--- config.mk ---
export PLATFORM = sky130hd
export DESIGN_NAME = lsu_wb_stage
export DESIGN_NICKNAME = d
export VERILOG_FILES = /design/src/rtl/lsu_wb_pkg.sv /design/src/rtl/lsu_wb_load_align.sv /design/src/rtl/lsu_wb_stage.sv
export SDC_FILE = /design/constraint.sdc
export NUM_CORES = 1
export LEC_CHECK = 0
export ABC_AREA = 0
export CAP_MARGIN = 20
export CORE_MARGIN = 2
export CORE_UTILIZATION = 48
export DETAILED_ROUTE_END_ITERATION = 6
export HOLD_SLACK_MARGIN = 0.06
export PLACE_DENSITY = 0.88
export SYNTH_ARGS = -nofsm -noshare
export SYNTH_HDL_FRONTEND = slang
export SYNTH_SLANG_ARGS = --single-unit
--- constraint.sdc ---
create_clock -name clk -period 2.8 [get_ports clk]
set_input_delay 0.56 -clock clk [delete_from_list [all_inputs] [get_ports clk]]
set_output_delay 0.56 -clock clk [all_outputs]
set_load 0.005 [all_outputs]
--- src/rtl/lsu_wb_pkg.sv ---
// Shared definitions for the load/store-to-writeback stage: widths, load-size
// encodings, FSM states and the load alignment rule.
package lsu_wb_pkg;

    localparam int unsigned XLEN = 64;

    localparam logic [1:0] LS_SIZE_B = 2'b00;
    localparam logic [1:0] LS_SIZE_H = 2'b01;
    localparam logic [1:0] LS_SIZE_W = 2'b10;
    localparam logic [1:0] LS_SIZE_D = 2'b11;

    typedef enum logic [1:0] {
        LSU_IDLE = 2'b00,
        LSU_REQ  = 2'b01,
        LSU_WAIT = 2'b10
    } lsu_state_e;

    // A load is misaligned when its byte offset is not a multiple of its size.
    function automatic logic is_misaligned(input logic [1:0] size, input logic [2:0] off);
        logic mis;
        mis = 1'b0;
        case (size)
            LS_SIZE_B: mis = 1'b0;
            LS_SIZE_H: mis = off[0];
            LS_SIZE_W: mis = |off[1:0];
            default:   mis = |off;
        endcase
        return mis;
    endfunction

endpackage

--- src/rtl/lsu_wb_load_align.sv ---
// Selects the addressed lane of a 64-bit read beat and sign- or zero-extends
// it to a full register value.
module load_align
    import lsu_wb_pkg::*;
(
    input  logic [XLEN-1:0] rdata_i,
    input  logic [2:0]      addr_i,
    input  logic [1:0]      size_i,
    input  logic            unsigned_i,
    output logic [XLEN-1:0] data_o
);

    logic [7:0]  byteLane;
    logic [15:0] halfLane;
    logic [31:0] wordLane;

    assign byteLane = rdata_i[{addr_i, 3'b000} +: 8];
    assign halfLane = rdata_i[{addr_i[2:1], 4'b0000} +: 16];
    assign wordLane = rdata_i[{addr_i[2], 5'b00000} +: 32];

    // Double-width loads fill the register, so the unsigned flag has no effect.
    always_comb begin
        data_o = rdata_i;
        case (size_i)
            LS_SIZE_B: data_o = {{56{byteLane[7]  & ~unsigned_i}}, byteLane};
            LS_SIZE_H: data_o = {{48{halfLane[15] & ~unsigned_i}}, halfLane};
            LS_SIZE_W: data_o = {{32{wordLane[31] & ~unsigned_i}}, wordLane};
            default:   data_o = rdata_i;
        endcase
    end

endmodule

--- src/rtl/lsu_wb_stage.sv ---
// Load/store-to-writeback stage: retires ALU results directly and performs one
// bus read per load, aligning and extending the returned data.
module lsu_wb_stage #(
    parameter int unsigned XLEN = 64
) (
    input  logic            clk,
    input  logic            rst,
    input  logic            EX_LS_reg_execute_valid,
    output logic            LS_EX_reg_ready,
    input  logic [4:0]      EX_LS_reg_rd,
    input  logic            EX_LS_reg_dest_wen,
    input  logic            EX_LS_reg_trap_valid,
    input  logic            EX_LS_reg_load_valid,
    input  logic [1:0]      EX_LS_reg_load_size,
    input  logic            EX_LS_reg_load_unsigned,
    input  logic [XLEN-1:0] EX_LS_reg_result,
    output logic            ls_rd_req,
    output logic [XLEN-1:0] ls_rd_addr,
    input  logic            ls_rd_gnt,
    input  logic            ls_rd_rvalid,
    input  logic [XLEN-1:0] ls_rd_rdata,
    input  logic            ls_rd_rerr,
    output logic            LS_WB_reg_ls_valid,
    output logic            LS_WB_reg_trap_valid,
    output logic [4:0]      LS_WB_reg_rd,
    output logic            LS_WB_reg_dest_wen,
    output logic [XLEN-1:0] LS_WB_reg_data
);
    import lsu_wb_pkg::*;

    lsu_state_e      state_q, state_d;
    logic [4:0]      rd_q, rd_d;
    logic            wen_q, wen_d;
    logic [1:0]      size_q, size_d;
    logic            uns_q, uns_d;
    logic [XLEN-1:0] result_q, result_d;

    logic            wbValid_q, wbValid_d;
    logic            wbTrap_q, wbTrap_d;
    logic [4:0]      wbRd_q, wbRd_d;
    logic            wbWen_q, wbWen_d;
    logic [XLEN-1:0] wbData_q, wbData_d;

    logic [XLEN-1:0] alignedData;

    load_align u_load_align (
        .rdata_i    (ls_rd_rdata),
        .addr_i     (result_q[2:0]),
        .size_i     (size_q),
        .unsigned_i (uns_q),
        .data_o     (alignedData)
    );

    always_ff @(posedge clk) begin
        if (rst) begin
            state_q   <= LSU_IDLE;
            rd_q      <= '0;
            wen_q     <= 1'b0;
            size_q    <= '0;
            uns_q     <= 1'b0;
            result_q  <= '0;
            wbValid_q <= 1'b0;
            wbTrap_q  <= 1'b0;
            wbRd_q    <= '0;
            wbWen_q   <= 1'b0;
            wbData_q  <= '0;
        end else begin
            state_q   <= state_d;
            rd_q      <= rd_d;
            wen_q     <= wen_d;
            size_q    <= size_d;
            uns_q     <= uns_d;
            result_q  <= result_d;
            wbValid_q <= wbValid_d;
            wbTrap_q  <= wbTrap_d;
            wbRd_q    <= wbRd_d;
            wbWen_q   <= wbWen_d;
            wbData_q  <= wbData_d;
        end
    end

    // Write-back fields hold their last value; only the valid strobe self-clears.
    always_comb begin
        state_d   = state_q;
        rd_d      = rd_q;
        wen_d     = wen_q;
        size_d    = size_q;
        uns_d     = uns_q;
        result_d  = result_q;
        wbValid_d = 1'b0;
        wbTrap_d  = wbTrap_q;
        wbRd_d    = wbRd_q;
        wbWen_d   = wbWen_q;
        wbData_d  = wbData_q;

        case (state_q)
            LSU_IDLE: begin
                if (EX_LS_reg_execute_valid) begin
                    rd_d     = EX_LS_reg_rd;
                    wen_d    = EX_LS_reg_dest_wen;
                    size_d   = EX_LS_reg_load_size;
                    uns_d    = EX_LS_reg_load_unsigned;
                    result_d = EX_LS_reg_result;
                    if (!EX_LS_reg_load_valid || EX_LS_reg_trap_valid ||
                        is_misaligned(EX_LS_reg_load_size, EX_LS_reg_result[2:0])) begin
                        // Misaligned loads report the faulting address as data.
                        wbValid_d = 1'b1;
                        wbTrap_d  = EX_LS_reg_trap_valid | EX_LS_reg_load_valid;
                        wbRd_d    = EX_LS_reg_rd;
                        wbWen_d   = EX_LS_reg_dest_wen;
                        wbData_d  = EX_LS_reg_result;
                    end else begin
                        state_d = LSU_REQ;
                    end
                end
            end
            LSU_REQ: begin
                if (ls_rd_gnt) begin
                    state_d = LSU_WAIT;
                end
            end
            LSU_WAIT: begin
                if (ls_rd_rvalid) begin
                    state_d   = LSU_IDLE;
                    wbValid_d = 1'b1;
                    wbTrap_d  = ls_rd_rerr;
                    wbRd_d    = rd_q;
                    wbWen_d   = wen_q;
                    wbData_d  = ls_rd_rerr ? '0 : alignedData;
                end
            end
            default: state_d = LSU_IDLE;
        endcase
    end

    assign LS_EX_reg_ready      = (state_q == LSU_IDLE);
    assign ls_rd_req            = (state_q == LSU_REQ);
    assign ls_rd_addr           = (state_q == LSU_REQ) ? {result_q[XLEN-1:3], 3'b000} : '0;
    assign LS_WB_reg_ls_valid   = wbValid_q;
    assign LS_WB_reg_trap_valid = wbTrap_q;
    assign LS_WB_reg_rd         = wbRd_q;
    assign LS_WB_reg_dest_wen   = wbWen_q;
    assign LS_WB_reg_data       = wbData_q;

endmodule

After elaboration in Yosys (flattened, before gate mapping)
Index checks and enable logic that the tools add are counted.
- register bits after elaboration: 147
- bits in latches: 0
- memory bits (writable): 0
- bits in read-only memories: 0
- bits of input ports: 145
- output and inout port bits: 138
- word-level logic and storage cells: 73
- memories kept: 0
- add/sub/neg operators: 0
- multiply operators: 0
- div/mod/pow operators: 0
- order comparisons: 0
- equal/unequal tests: 11
- shift-type cells: 3
- mux-type cells: 31
- bitwise gates (word level): 5
- reduce and logical (&&, ||, !) cells: 12
- operators by type and width (operator ; count):
    $mux W64 ; 5
    $pmux W64 S3 ; 1
    $pmux W64 S2 ; 1
    $shiftx A64 B7 Y16 ; 1
    $shiftx A64 B7 Y32 ; 1
    $shiftx A64 B7 Y8 ; 1
    $mux W5 ; 3
    $mux W1 ; 11
    $pmux W5 S2 ; 1
    $mux W2 ; 4
    $reduce_and A4 Y1 ; 2
    $eq A2 B1 Y1 const B ; 3
    $eq A2 B2 Y1 const B ; 3
    $logic_not A2 Y1 ; 3
    $ne A2 B2 Y1 const B ; 3
    $pmux W1 S2 ; 3
    $pmux W2 S3 ; 1
    $ne A2 B1 Y1 const B ; 2
    $and A1 B1 Y1 ; 3
    $pmux W1 S3 ; 1
    $reduce_or A3 Y1 ; 1
    $logic_or A1 B1 Y1 ; 2
    $reduce_and A2 Y1 ; 1
    $reduce_bool A2 Y1 ; 1
    other kinds (4) ; 4

Depth between registers and ports, before layout
- word-level depth: 8
- mapped depth: 8

Modules after synthesis
A second synthesis with hierarchy kept.
- cells, all modules: 1109
- area total of the unflattened synthesis: 9110.0 um^2
- modules (own cells, without submodules) (module ; times used ; cells an instance ; area an instance (um^2)):
    lsu_wb_stage ; 1 ; 827 ; 7154.4
    load_align ; 1 ; 282 ; 1955.6

Worst setup path after synthesis
OpenSTA, ideal clock, no wires.
- path type: input port to flip-flop
- from: in ls_rd_rdata[63]
- to: reg wbData_q[21], in the netlist LS_WB_reg_data[21]
- arrival: 1.866 ns
- setup slack: 0.812 ns
- stages on the path: 6
- cells stage by stage: mux4_2 -> nor3b_4 -> a31oi_4 -> buf_6 -> a21oi_1 -> a221o_1
- word-level cells in the longest chain between the ends: 6
- elaborated cells on any way between the ends: 8
- ends and longest elaborated chain (what ; line ; source):
    start, declared ; lsu_wb_stage.sv:21 ; input logic [XLEN-1:0] ls_rd_rdata,
    $shiftx A64 B7 Y16 or $shiftx A64 B7 Y8 (tied branches) ; lsu_wb_load_align.sv:18, lsu_wb_load_align.sv:17 ;
    $and A1 B1 Y1, on equally long branches ; lsu_wb_load_align.sv:26, lsu_wb_load_align.sv:25 ;
    $pmux W64 S3 (*) ; lsu_wb_load_align.sv:24 ; case (size_i)
    $mux W64 (*) ; lsu_wb_stage.sv:129 ; wbData_d = ls_rd_rerr ? '0 : alignedData;
    $mux W64 (*) ; lsu_wb_stage.sv:123 ; if (ls_rd_rvalid) begin
    $pmux W64 S2 (*) ; lsu_wb_stage.sv:96 ; case (state_q)
    end signal, assigned ; lsu_wb_stage.sv:78 ; wbData_q <= wbData_d;
    end, declared ; lsu_wb_stage.sv:42 ; logic [XLEN-1:0] wbData_q, wbData_d;
Every way passes the cells marked *; elsewhere a longest branch is shown, timed or not. The select of a mux whose other input is x is not followed.
A chain may end at the register's enable or synchronous reset.

Worst setup path in the final report
- from: reg state_q[0]
- to: out ls_rd_addr[6]
- word-level cells in the longest chain between the ends: 2
- ends and longest elaborated chain (what ; line ; source):
    start, declared ; lsu_wb_stage.sv:31 ; lsu_state_e state_q, state_d;
    start signal, assigned ; lsu_wb_stage.sv:68 ; state_q <= state_d;
    $eq A2 B1 Y1 ; lsu_wb_stage.sv:138 ; assign ls_rd_addr = (state_q == LSU_REQ) ? {result_q[XLEN-1:3], 3'b000} : '0;
    $mux W64 ; lsu_wb_stage.sv:138 ;
    end, declared ; lsu_wb_stage.sv:18 ; output logic [XLEN-1:0] ls_rd_addr,
No other way between the ends.

==> impl_metrics.tcl <==
set metrics [dict create \
    synthFlopType "dfxtp_1" \
    detail-route-antenna-nets 0 \
    finalSetupTns_ns 0 \
    finalHoldViolations 0 \
    ys_async_sr_fraction_pct 0 \
    vias 8244 \
    avgRoutedWirePerCell_um 21.2 \
    gr-total-overflow 0 \
    grt_use_total_pct 34.0 \
    dr.pass1.iters 7 \
    cts_sinks 147 \
    syn_avg_cell_area_um2 8.20 \
    ys_ff_latch 147 \
    start_util_pct 49.3 \
    ys_seq_area_share_pct 38.9 \
    ir_drop_mv 0.411 \
    post_cts_buffers 0 \
    drtIter0Drc 791 \
    clkLatencyLatePin_ns 0.43 \
    fmax_mhz 377 \
    fp.dieW_um 129 \
    timing.final.crit_share_pct 94.8 \
    slew_viol_final 0 \
    antennaDiodeCount 0 \
    drc 5 \
    syn_area_mm2 0.00756 \
    grt_pass1_vias 7807 \
    vias_per_cell 5.99 \
    synth_edf_count 0 \
    drive_gt1_share_pct 9.43 \
    skew_ns 0.00685 \
    numPortBuffers 279 \
    drv_cap 0 \
    rsz0062_at_grt "false" \
    ys_types 54 \
    place.gp.congestion 0.949 \
    row_count 45 \
    cts_root_buf "clkbuf_16" \
    die_h_um 129 \
    path_clk_slew_ns 0.06 \
    power.leakage_uw 0.00400 \
    antenna_found_initial 0 \
    nets 1298 \
    io_pins 283 \
    cts_buffers 17 \
    clockBufferDepth 2 \
    core_area_mm2 0.0153 \
    powerDensity_mw_per_mm2 512 \
    synth_cells 922 \
    grt_pass1_wl_mm 43.4 \
    cp.arrival_ns 2.09 \
    cp_max_fo 18 \
    critPathLaunchType "register" \
    fillCellCount 1218 \
    grt_max_degree 104 \
    total_power_uw 5650 \
    dp_hpwl_mm 20.2 \
    area_delta_synth_final_pct 46.1 \
    ctsResizeCount 0 \
    crit_path_end_kind "primary output" \
    cts_hold_buffers 0 \
    critPathKind "register to primary output" \
    die_area_mm2 0.0168 \
    cts_tree "built" \
    cp.required_ns 2.24 \
    status "finished, violations left" \
    ys_warn_count 0 \
    hp-class "register to register" \
    worstMarginPinSlew_ns 0.859 \
    layout_min_cycle_time_ns 2.65 \
    violations "design-rule violations" \
    wirelength_mm 29.2 \
    whs_ns 0.449 \
    htreeDepth 4 \
    setup_viol 0 \
    maxSlewHeadroom_pct 42.8 \
]
## state kept, by name, summed over array words and instances (netlist names)
| name | cells |
|---|---|
| LS_WB_reg_data | 64 |
| rd_q | 5 |
| LS_WB_reg_trap_valid | 1 |
| state_q | 2 |
| uns_q | 1 |
| wen_q | 1 |
| result_q | 64 |
| LS_WB_reg_ls_valid | 1 |
| size_q | 2 |
| LS_WB_reg_dest_wen | 1 |
| LS_WB_reg_rd | 5 |
## cells by family after synthesis
logic type	Yosys count	synth area share, %
flops	147	38.9
mux	39	6.82
simple gates	326	20.0
compound gates	311	28.1
other cells	1	0.0496
buf+inv	98	6.11
## stage by stage
step / area (um2) / cells / utilization [%] / setup slack, ns
final: 11000 / 1377 / 72.1 / 0.146
after global routing: 11000 / 1377 / 72.1 / 0.0736
after CTS: 11000 / 1376 / 72.0 / 0.151
after detailed placement: 10500 / 1344 / 68.3 / -0.165
after global placement: 10500 / 1344 / 68.3 / -0.0550
after floorplan: 7560 / 924 / - / 0.812
## path summary, 6_finish.rpt
path | from | to | slack [ns] | depth (start not counted)
max | state_q[0] | ls_rd_addr[6] | 0.15 | 4
min reg2reg | result_q[28] | result_q[28] | 0.45 | 2
min | result_q[28] | result_q[28] | 0.45 | 2
max reg2reg | size_q[0] | LS_WB_reg_data[27] | 0.38 | 6
## power by group
group | total, uW | switching [uW] | internal (uW)
clock | 2190 | 923 | 1270
combinational | 1130 | 540 | 589
sequential | 2330 | 91.4 | 2240
## cells in the mapped netlist, types with 2 or more instances
cell       count  area (um2)
a32oi_1        2        17.5
a221o_1       16         160
buf_2         23         115
and2_0         2        12.5
buf_1          6        22.5
mux2i_1        2        20.0
nor3b_1        2        15.0
nor2_1        59         221
nand2_1      165         619
nand3_1        7        35.0
o22a_1         8        70.1
inv_1          4        15.0
a221oi_1      33         289
dfxtp_1      147        2940
clkbuf_1      52         195
buf_4          6        45.0
a21oi_1      118         591
nand2b_1      20         125
o21a_1         6        45.0
o221ai_1       8        70.1
a22o_1         2        17.5
nor2b_1        2        12.5
and2_1        61         382
a2bb2oi_1     13         114
mux2_2        29         327
mux4_2         7         158
a311oi_1      12         105
buf_6          4        45.0
a222oi_1       6        60.1
a211oi_1      34         255
or2_2          2        12.5
o21ai_0       42         210
## critical path, cell delays in order, from the launching register on
cell	delay, ns
dfxtp_1	0.46
nor2b_4	0.24
buf_4	0.28
and2_1	0.17
clkdlybuf4s50_1	0.51
## layer usage
layer	global-route usage, %	vias up	routed length, um
met5	0	-	0
met4	14.9	0	1060
met3	10.4	65	3140
met2	57.0	489	13900
met1	40.2	3901	11000
li1	-	3789	-
## layout by cell type (no fill, tap or decap), types with 6 or more instances in the layout
| master | Yosys | final |
|---|---|---|
| a211oi_1 | 34 | 34 |
| a21oi_1 | 118 | 118 |
| dfxtp_1 | 147 | 146 |
| a221o_1 | 16 | 16 |
| a222oi_1 | 6 | 6 |
| o21a_1 | 6 | 6 |
| nor2_1 | 59 | 58 |
| nand2b_1 | 20 | 19 |
| buf_4 | 6 | 17 |
| o21ai_0 | 42 | 42 |
| o221ai_1 | 8 | 8 |
| clkdlybuf4s50_1 | 0 | 278 |
| nand3_1 | 7 | 7 |
| buf_12 | 0 | 8 |
| a221oi_1 | 33 | 33 |
| o22a_1 | 8 | 8 |
| a2bb2oi_1 | 13 | 13 |
| mux2_2 | 29 | 29 |
| a311oi_1 | 12 | 12 |
| mux4_2 | 7 | 7 |
| clkbuf_16 | 0 | 17 |
| nand2_1 | 165 | 164 |
| and2_1 | 61 | 61 |
## cell type report
cell class / count / area (um2) / area share (%)
Tap cell: 211 / 264 / 2.39
Clock inverter: 12 / 106 / 0.964
Multi-Input combinational cell: 679 / 4180 / 37.8
Clock buffer: 20 / 457 / 4.14
Timing Repair Buffer: 303 / 3070 / 27.8
Sequential cell: 147 / 2940 / 26.7
Inverter: 5 / 18.8 / 0.170
(Power assumes the default switching activity.)
